## src/rtl/mem_arbiter.sv

```systemverilog
// rtl/mem_arbiter.sv - instruction/data cache to single RAM port arbiter, data priority with starvation guard
module mem_arbiter #(
    parameter int         STARVE_LIMIT = 4,
    parameter logic [1:0] RAM_FREE     = 2'b00,
    parameter logic [1:0] RAM_BUSY     = 2'b01,
    parameter logic [1:0] RAM_ACCESS   = 2'b10,
    parameter logic [1:0] RAM_ERROR    = 2'b11
) (
    input  logic        CLK,
    input  logic        RST,
    input  logic        iREN,
    input  logic [31:0] iaddr,
    output logic        iwait,
    output logic [31:0] iload,
    input  logic        dREN,
    input  logic        dWEN,
    input  logic [31:0] daddr,
    input  logic [31:0] dstore,
    output logic        dwait,
    output logic [31:0] dload,
    output logic        ramREN,
    output logic        ramWEN,
    output logic [31:0] ramaddr,
    output logic [31:0] ramstore,
    input  logic [31:0] ramload,
    input  logic [1:0]  ramstate,
    output logic        ram_error
);

    typedef enum logic [1:0] {
        IDLE  = 2'd0,
        D_ACC = 2'd1,
        I_ACC = 2'd2
    } state_t;

    localparam logic [3:0] LIMIT = 4'(STARVE_LIMIT);

    state_t     state_q, state_d;
    logic [3:0] streak_q, streak_d;
    logic       ram_error_q, ram_error_d;
    logic       dreq;

    assign dreq      = dREN | dWEN;
    assign ram_error = ram_error_q;

    always_comb begin
        state_d     = state_q;
        streak_d    = streak_q;
        ram_error_d = ram_error_q;
        ramREN      = 1'b0;
        ramWEN      = 1'b0;
        ramaddr     = '0;
        ramstore    = '0;
        iwait       = 1'b1;
        dwait       = 1'b1;
        iload       = '0;
        dload       = '0;

        case (state_q)
            IDLE: begin
                // streak counts data grants issued while a fetch was left waiting
                if (iREN && (streak_q == LIMIT || !dreq)) begin
                    state_d  = I_ACC;
                    streak_d = '0;
                end else if (dreq) begin
                    state_d = D_ACC;
                    if (iREN)
                        streak_d = (streak_q == LIMIT) ? streak_q : streak_q + 4'd1;
                    else
                        streak_d = '0;
                end else begin
                    streak_d = '0;
                end
            end

            D_ACC: begin
                ramaddr  = daddr;
                ramstore = dstore;
                if (!dreq) begin
                    state_d = IDLE;
                end else begin
                    ramWEN = dWEN;
                    ramREN = dREN & ~dWEN;
                    case (ramstate)
                        RAM_ACCESS: begin
                            dwait   = 1'b0;
                            dload   = ramload;
                            state_d = IDLE;
                        end
                        RAM_ERROR: begin
                            ram_error_d = 1'b1;
                            state_d     = IDLE;
                        end
                        RAM_FREE, RAM_BUSY: ;
                        default: ;
                    endcase
                end
            end

            I_ACC: begin
                ramaddr = iaddr;
                if (!iREN) begin
                    state_d = IDLE;
                end else begin
                    ramREN = 1'b1;
                    case (ramstate)
                        RAM_ACCESS: begin
                            iwait   = 1'b0;
                            iload   = ramload;
                            state_d = IDLE;
                        end
                        RAM_ERROR: begin
                            ram_error_d = 1'b1;
                            state_d     = IDLE;
                        end
                        RAM_FREE, RAM_BUSY: ;
                        default: ;
                    endcase
                end
            end

            default: state_d = IDLE;
        endcase
    end

    always_ff @(posedge CLK) begin
        if (RST) begin
            state_q     <= IDLE;
            streak_q    <= '0;
            ram_error_q <= 1'b0;
        end else begin
            state_q     <= state_d;
            streak_q    <= streak_d;
            ram_error_q <= ram_error_d;
        end
    end

endmodule

```

## config.mk

```make
export PLATFORM = sky130hd
export DESIGN_NAME = mem_arbiter
export DESIGN_NICKNAME = d
export VERILOG_FILES = /design/src/rtl/mem_arbiter.sv
export SDC_FILE = /design/constraint.sdc
export NUM_CORES = 1
export LEC_CHECK = 0
export CELL_PAD_IN_SITES_DETAIL_PLACEMENT = 0
export CELL_PAD_IN_SITES_GLOBAL_PLACEMENT = 1
export CORE_MARGIN = 2
export CORE_UTILIZATION = 11
export DETAILED_ROUTE_END_ITERATION = 10
export GPL_ROUTABILITY_DRIVEN = 1
export HOLD_SLACK_MARGIN = 0.06
export PLACE_DENSITY_LB_ADDON = 0.1
export SLEW_MARGIN = 15
export SYNTH_ARGS = -nofsm -noshare
export SYNTH_HDL_FRONTEND = slang
export SYNTH_SLANG_ARGS = --single-unit
```

## constraint.sdc

```tcl
create_clock -name CLK -period 1.4 [get_ports CLK]
set_input_delay 0.14 -clock CLK [delete_from_list [all_inputs] [get_ports CLK]]
set_output_delay 0.14 -clock CLK [all_outputs]
set_load 0.01 [all_outputs]
```

# == Yosys cells after proc, flatten, opt, wreduce, memory -nomap -nowiden ==
# Index checks and enable logic that the tools add are counted.
# op_classes
n_div,0
mux,31
n_reduce_logical,8
n_bitwise,3
mul,0
addsub,1
n_lt_le_gt_ge,0
n_eq_ne,9
shift,0
# ops
op,count
2-to-1 mux 32 bit,6
one-hot mux 32 bit (2 select lines),1
2-to-1 mux 4 bit,4
2-to-1 mux 1 bit,12
2-to-1 mux 2 bit,5
== test 2 bit (second input constant),3
one-hot mux 2 bit (3 select lines),1
adder 4 x 1 -> 4 bit (second input constant),1
== test 4 x 3 -> 1 bit (second input constant),1
!= test 2 bit (second input constant),2
!= test 4 x 3 -> 1 bit (second input constant),1
one-hot mux 1 bit (2 select lines),2
!= test 3 bit (second input constant),1
AND reduction 3 bit,1
== test 2 x 1 -> 1 bit (second input constant),1
logical NOT 2 bit,1
AND reduction 2 bit,1
nonzero test 2 bit,1
OR reduction 2 bit,1
AND 1 bit,1
logical AND 1 bit,1
logical NOT 1 bit,1
logical OR 1 bit,1
inverter 1 bit,1
bitwise OR 1 bit,1
# word_totals
mem_bits_ro,0
ram_bits,0
n_memories,0
reg_bits,7
latchBits,0
elab_cells,55
input_bits,135
output_inout_bits,133

# == Longest topological paths before layout ==
# logic_depth
ltp_word,6
depth_mapped,7
depth_no_buf,5

# == Worst setup path before layout ==
# Ideal clock, no wire load.
# synth_timing
path_type,register -> output
from,reg state_q[0]
to,out iload[22]
path_buffers,2
slack_ps,-78
t_required_ps,1260
t_arrival_ps,1338
path_stages_with_launch,8
cell_sequence,dfxtp_1 inv_1 ha_1 buf_2 nand2_1 nor2_1 clkbuf_2 and2_1
# synth_via
elab_chain_len,2
# synth_lines
item,line,text
from (decl),38,"state_t state_q, state_d;"
from (signal assigned),132,state_q <= state_d;
== test 2 bit,59,case (state_q)
2-to-1 mux 32 bit,59,
to (decl),14,"output logic [31:0] iload,"
# Every way passes these cells.

# == Worst setup path after layout ==
# layout_timing
from,reg state_q[1]
to,out dload[26]
# layout_via
elab_chain_len,2
# layout_lines
item,line,text
== test 2 x 1 -> 1 bit,59,
2-to-1 mux 32 bit,59,
to (decl),20,"output logic [31:0] dload,"
# Every way passes these cells.

==> impl_metrics.json <==
{
  "path_cells": "inv_4 -> ha_4 -> o21a_1 -> and2b_4 -> buf_16 -> buf_6 -> and2_4 -> buf_6",
  "period_needed_ns": 1.808,
  "grt_first_pass_wirelength_um": 17170,
  "place_inst": 699,
  "fin_nets": 712,
  "cp.buffers_inverters": 4,
  "pin_count": 268,
  "routed_via_density": 4.089,
  "critPathLaunchType": "flip-flop",
  "critPathTopFamily": "simple AND/OR/NAND/NOR gates",
  "max_slew_margin_pct": 74.86,
  "setup.worst_path.end_class": "output port",
  "cts_tree": "done",
  "setup_viol": 136,
  "die-area_mm2": 0.01626,
  "grt_max_degree": 18,
  "finClkSkew_ns": 0.001344,
  "layout_common_cells": "144 x buf_6, 135 x clkdlybuf4s50_1, 93 x and2_4",
  "netlist_instances": 244,
  "hp-class": "reg2reg",
  "drt_iter0_drc": 72,
  "timing.final.crit_share_pct": 129.1,
  "grt_pass1_vias": 3147,
  "wl_um": 12230,
  "critPathKind": "reg2out",
  "syn_to_final_growth_pct": 275.0,
  "whs_ns": 0.4466,
  "max_freq_mhz": 553.1,
  "intPower_mw": 2.042,
  "ant_nets": 0,
  "initial_core_util_pct": 11.16,
  "worst_slew_pin_slew_ns": 0.3719,
  "final_common_cell": "buf_6",
  "die_y_um": 127.5,
  "drc_errors": 0,
  "slowest_delay_ns": 0.35,
  "routedWlPerCell_um": 16.16,
  "place.port_buffers": 267,
  "grt_overflow": 0,
  "ctsHtreeMaxLevel": 1,
  "cp_common_cell": "buf_6",
  "power_switching_mw": 0.8781,
  "syn_area_per_cell_um2": 6.876,
  "insertion_delay_ns": 0.23,
  "syn_nets": 386,
  "arrival_ns": 1.67,
  "final_cells": 757,
  "seqPwrFrac_pct": 7.7,
  "dr.pass1.iters": 4,
  "netlist_area_mm2": 0.001678,
  "crit_path_top_delay_cell": "dfxtp_4",
  "dpl.hpwl_um": 8306,
  "route.vias.total": 3095,
  "power.share.clock_pct": 17.0,
  "rows": 45,
  "rsz0062_at_grt": "yes",
  "hold_viol": 0,
  "drive_above_1_share_pct": 64.50,
  "switching_share_pct": 30.07,
  "core-area_mm2": 0.01503,
  "clkSinkCount": 7,
  "cellPowerDensity_mw_per_mm2": 464.1,
  "ys_seq_area_share_pct": 8.352,
  "antenna_found_initial": 0,
  "crit_path_max_fanout": 6,
  "postLayoutSetupSlackWorst_ns": -0.4080,
  "synthDistinctLibCells": 30,
  "outcome": "finished with violations",
  "cts_hold_buf": 0,
  "n_antenna_cell": 0,
  "critPathRequiredTime_ns": 1.26,
  "ys_seq_elements": 7,
  "die_w_um": 127.5,
  "violations": "setup timing",
  "slew_violations": 0,
  "cts_buffers": 3,
  "clockBufferDepth": 2,
  "grt_util_all_layers_pct": 13.50,
  "comb_power_share_pct": 75.3,
  "gp_congestion": 0.7214,
  "peakVddDrop_v": 0.0003293,
  "p_leak_nw": 2.681,
  "clk_pin_slew_worst_paths_ns": 0.04,
  "cts-root-buf": "clkbuf_16",
  "yosysWarnings": 0,
  "cap_violations": 0
}
what timing repair did:
| action | in CTS | in global routing |
|---|---|---|
| pin swaps | 10 | 60 |
| gates resized for setup | 684 | 195 |
| gates cloned | 10 | 4 |
| buffers inserted | 36 | 12 |
| setup endpoints to repair | 135 | 139 |
area by class of cell:
class	instances	area [um2]
Clock buffer	4	78.83
Fill cell	1477	8741
Inverter	7	36.28
Multi-Input combinational cell	209	2003
Sequential cell	7	147.6
Tap cell	188	235.2
Timing Repair Buffer	342	3791
cell families after synthesis:
| family | synth area share [%] |
|---|---|
| buffers and inverters | 7.085 |
| DFF | 8.352 |
| and+or+nand+nor | 58.91 |
| AOI/OAI and AO/OA | 20.43 |
| adders and majority gates | 5.220 |
cells in the mapped netlist:
cell	number	share of area, %
a22oi_1	32	14
a31oi_1	1	0.37
and2_1	98	37
and2b_1	1	0.45
nand2_1	3	0.67
dfxtp_1	7	8.4
o2111ai_1	1	0.52
or4b_1	2	1.2
clkbuf_1	10	2.2
nand4b_1	3	1.6
clkbuf_2	6	1.8
o32ai_1	2	1.0
nor4b_1	1	0.52
o221ai_2	1	0.89
nand4_1	2	0.75
ha_1	7	5.2
nand3_1	1	0.30
nand3b_1	1	0.45
o21ai_0	2	0.60
nor2b_1	33	12
nand2b_1	5	1.9
inv_1	7	1.6
buf_2	5	1.5
nor4bb_1	1	0.60
a21oi_1	3	0.89
o21a_1	3	1.3
and3b_2	1	0.60
a211oi_1	1	0.45
nor2_1	3	0.67
or2b_1	1	0.45
stage by stage:
stage	TNS [ns]	power (mW)	setup slack [ns]	instance area (um2)	util (%)
floorplan	0	0.6854	0.002563	1715	-
global placement	-69.38	1.594	-0.7026	4742	31.54
detailed placement	-67.84	1.589	-0.6639	4742	31.54
CTS	-40.72	2.644	-0.4251	5404	35.95
global route	-46.63	3.087	-0.4812	6292	41.86
finish	-39.26	2.920	-0.4080	6292	41.86
final timing paths:
kind / start / to / slack (ns) / cells past startpoint
worst min register to register: ram_error / ram_error / 0.45 / 2
worst min-delay path: ram_error / ram_error / 0.45 / 2
worst max-delay path: state_q[1] / dload[26] / -0.41 / 8
worst max register to register: state_q[1] / state_q[0] / -0.18 / 5
state kept, by name (all words and copies together), names as in the netlist:
| signal | cells |
|---|---|
| state_q | 2 |
| streak_q | 4 |
| ram_error | 1 |
layer usage:
| metal | GRT usage [%] | wire length, um | up-vias |
|---|---|---|---|
| met5 | 0 | 0 | - |
| met4 | 2.133 | 73 | 0 |
| met3 | 4.481 | 1172 | 6 |
| met2 | 27.05 | 6903 | 174 |
| met1 | 13.59 | 4081 | 1438 |
| li1 | - | - | 1477 |
worst min-delay path: stages (launching register included):
cell and delay [ns]:
dfxtp_1 0.30, inv_1 0.05, a21oi_1 0.05
power by group through the flow:
stage / logic [mW] / registers [mW] / clock network (mW)
final: 2.20 / 0.224 / 0.496
after global routing: 2.34 / 0.226 / 0.522
after CTS: 1.91 / 0.224 / 0.509
after detailed placement: 1.36 / 0.225 / 0
after global placement: 1.37 / 0.224 / 0
after floorplan: 0.462 / 0.223 / 0
(Power assumes the default switching activity.)
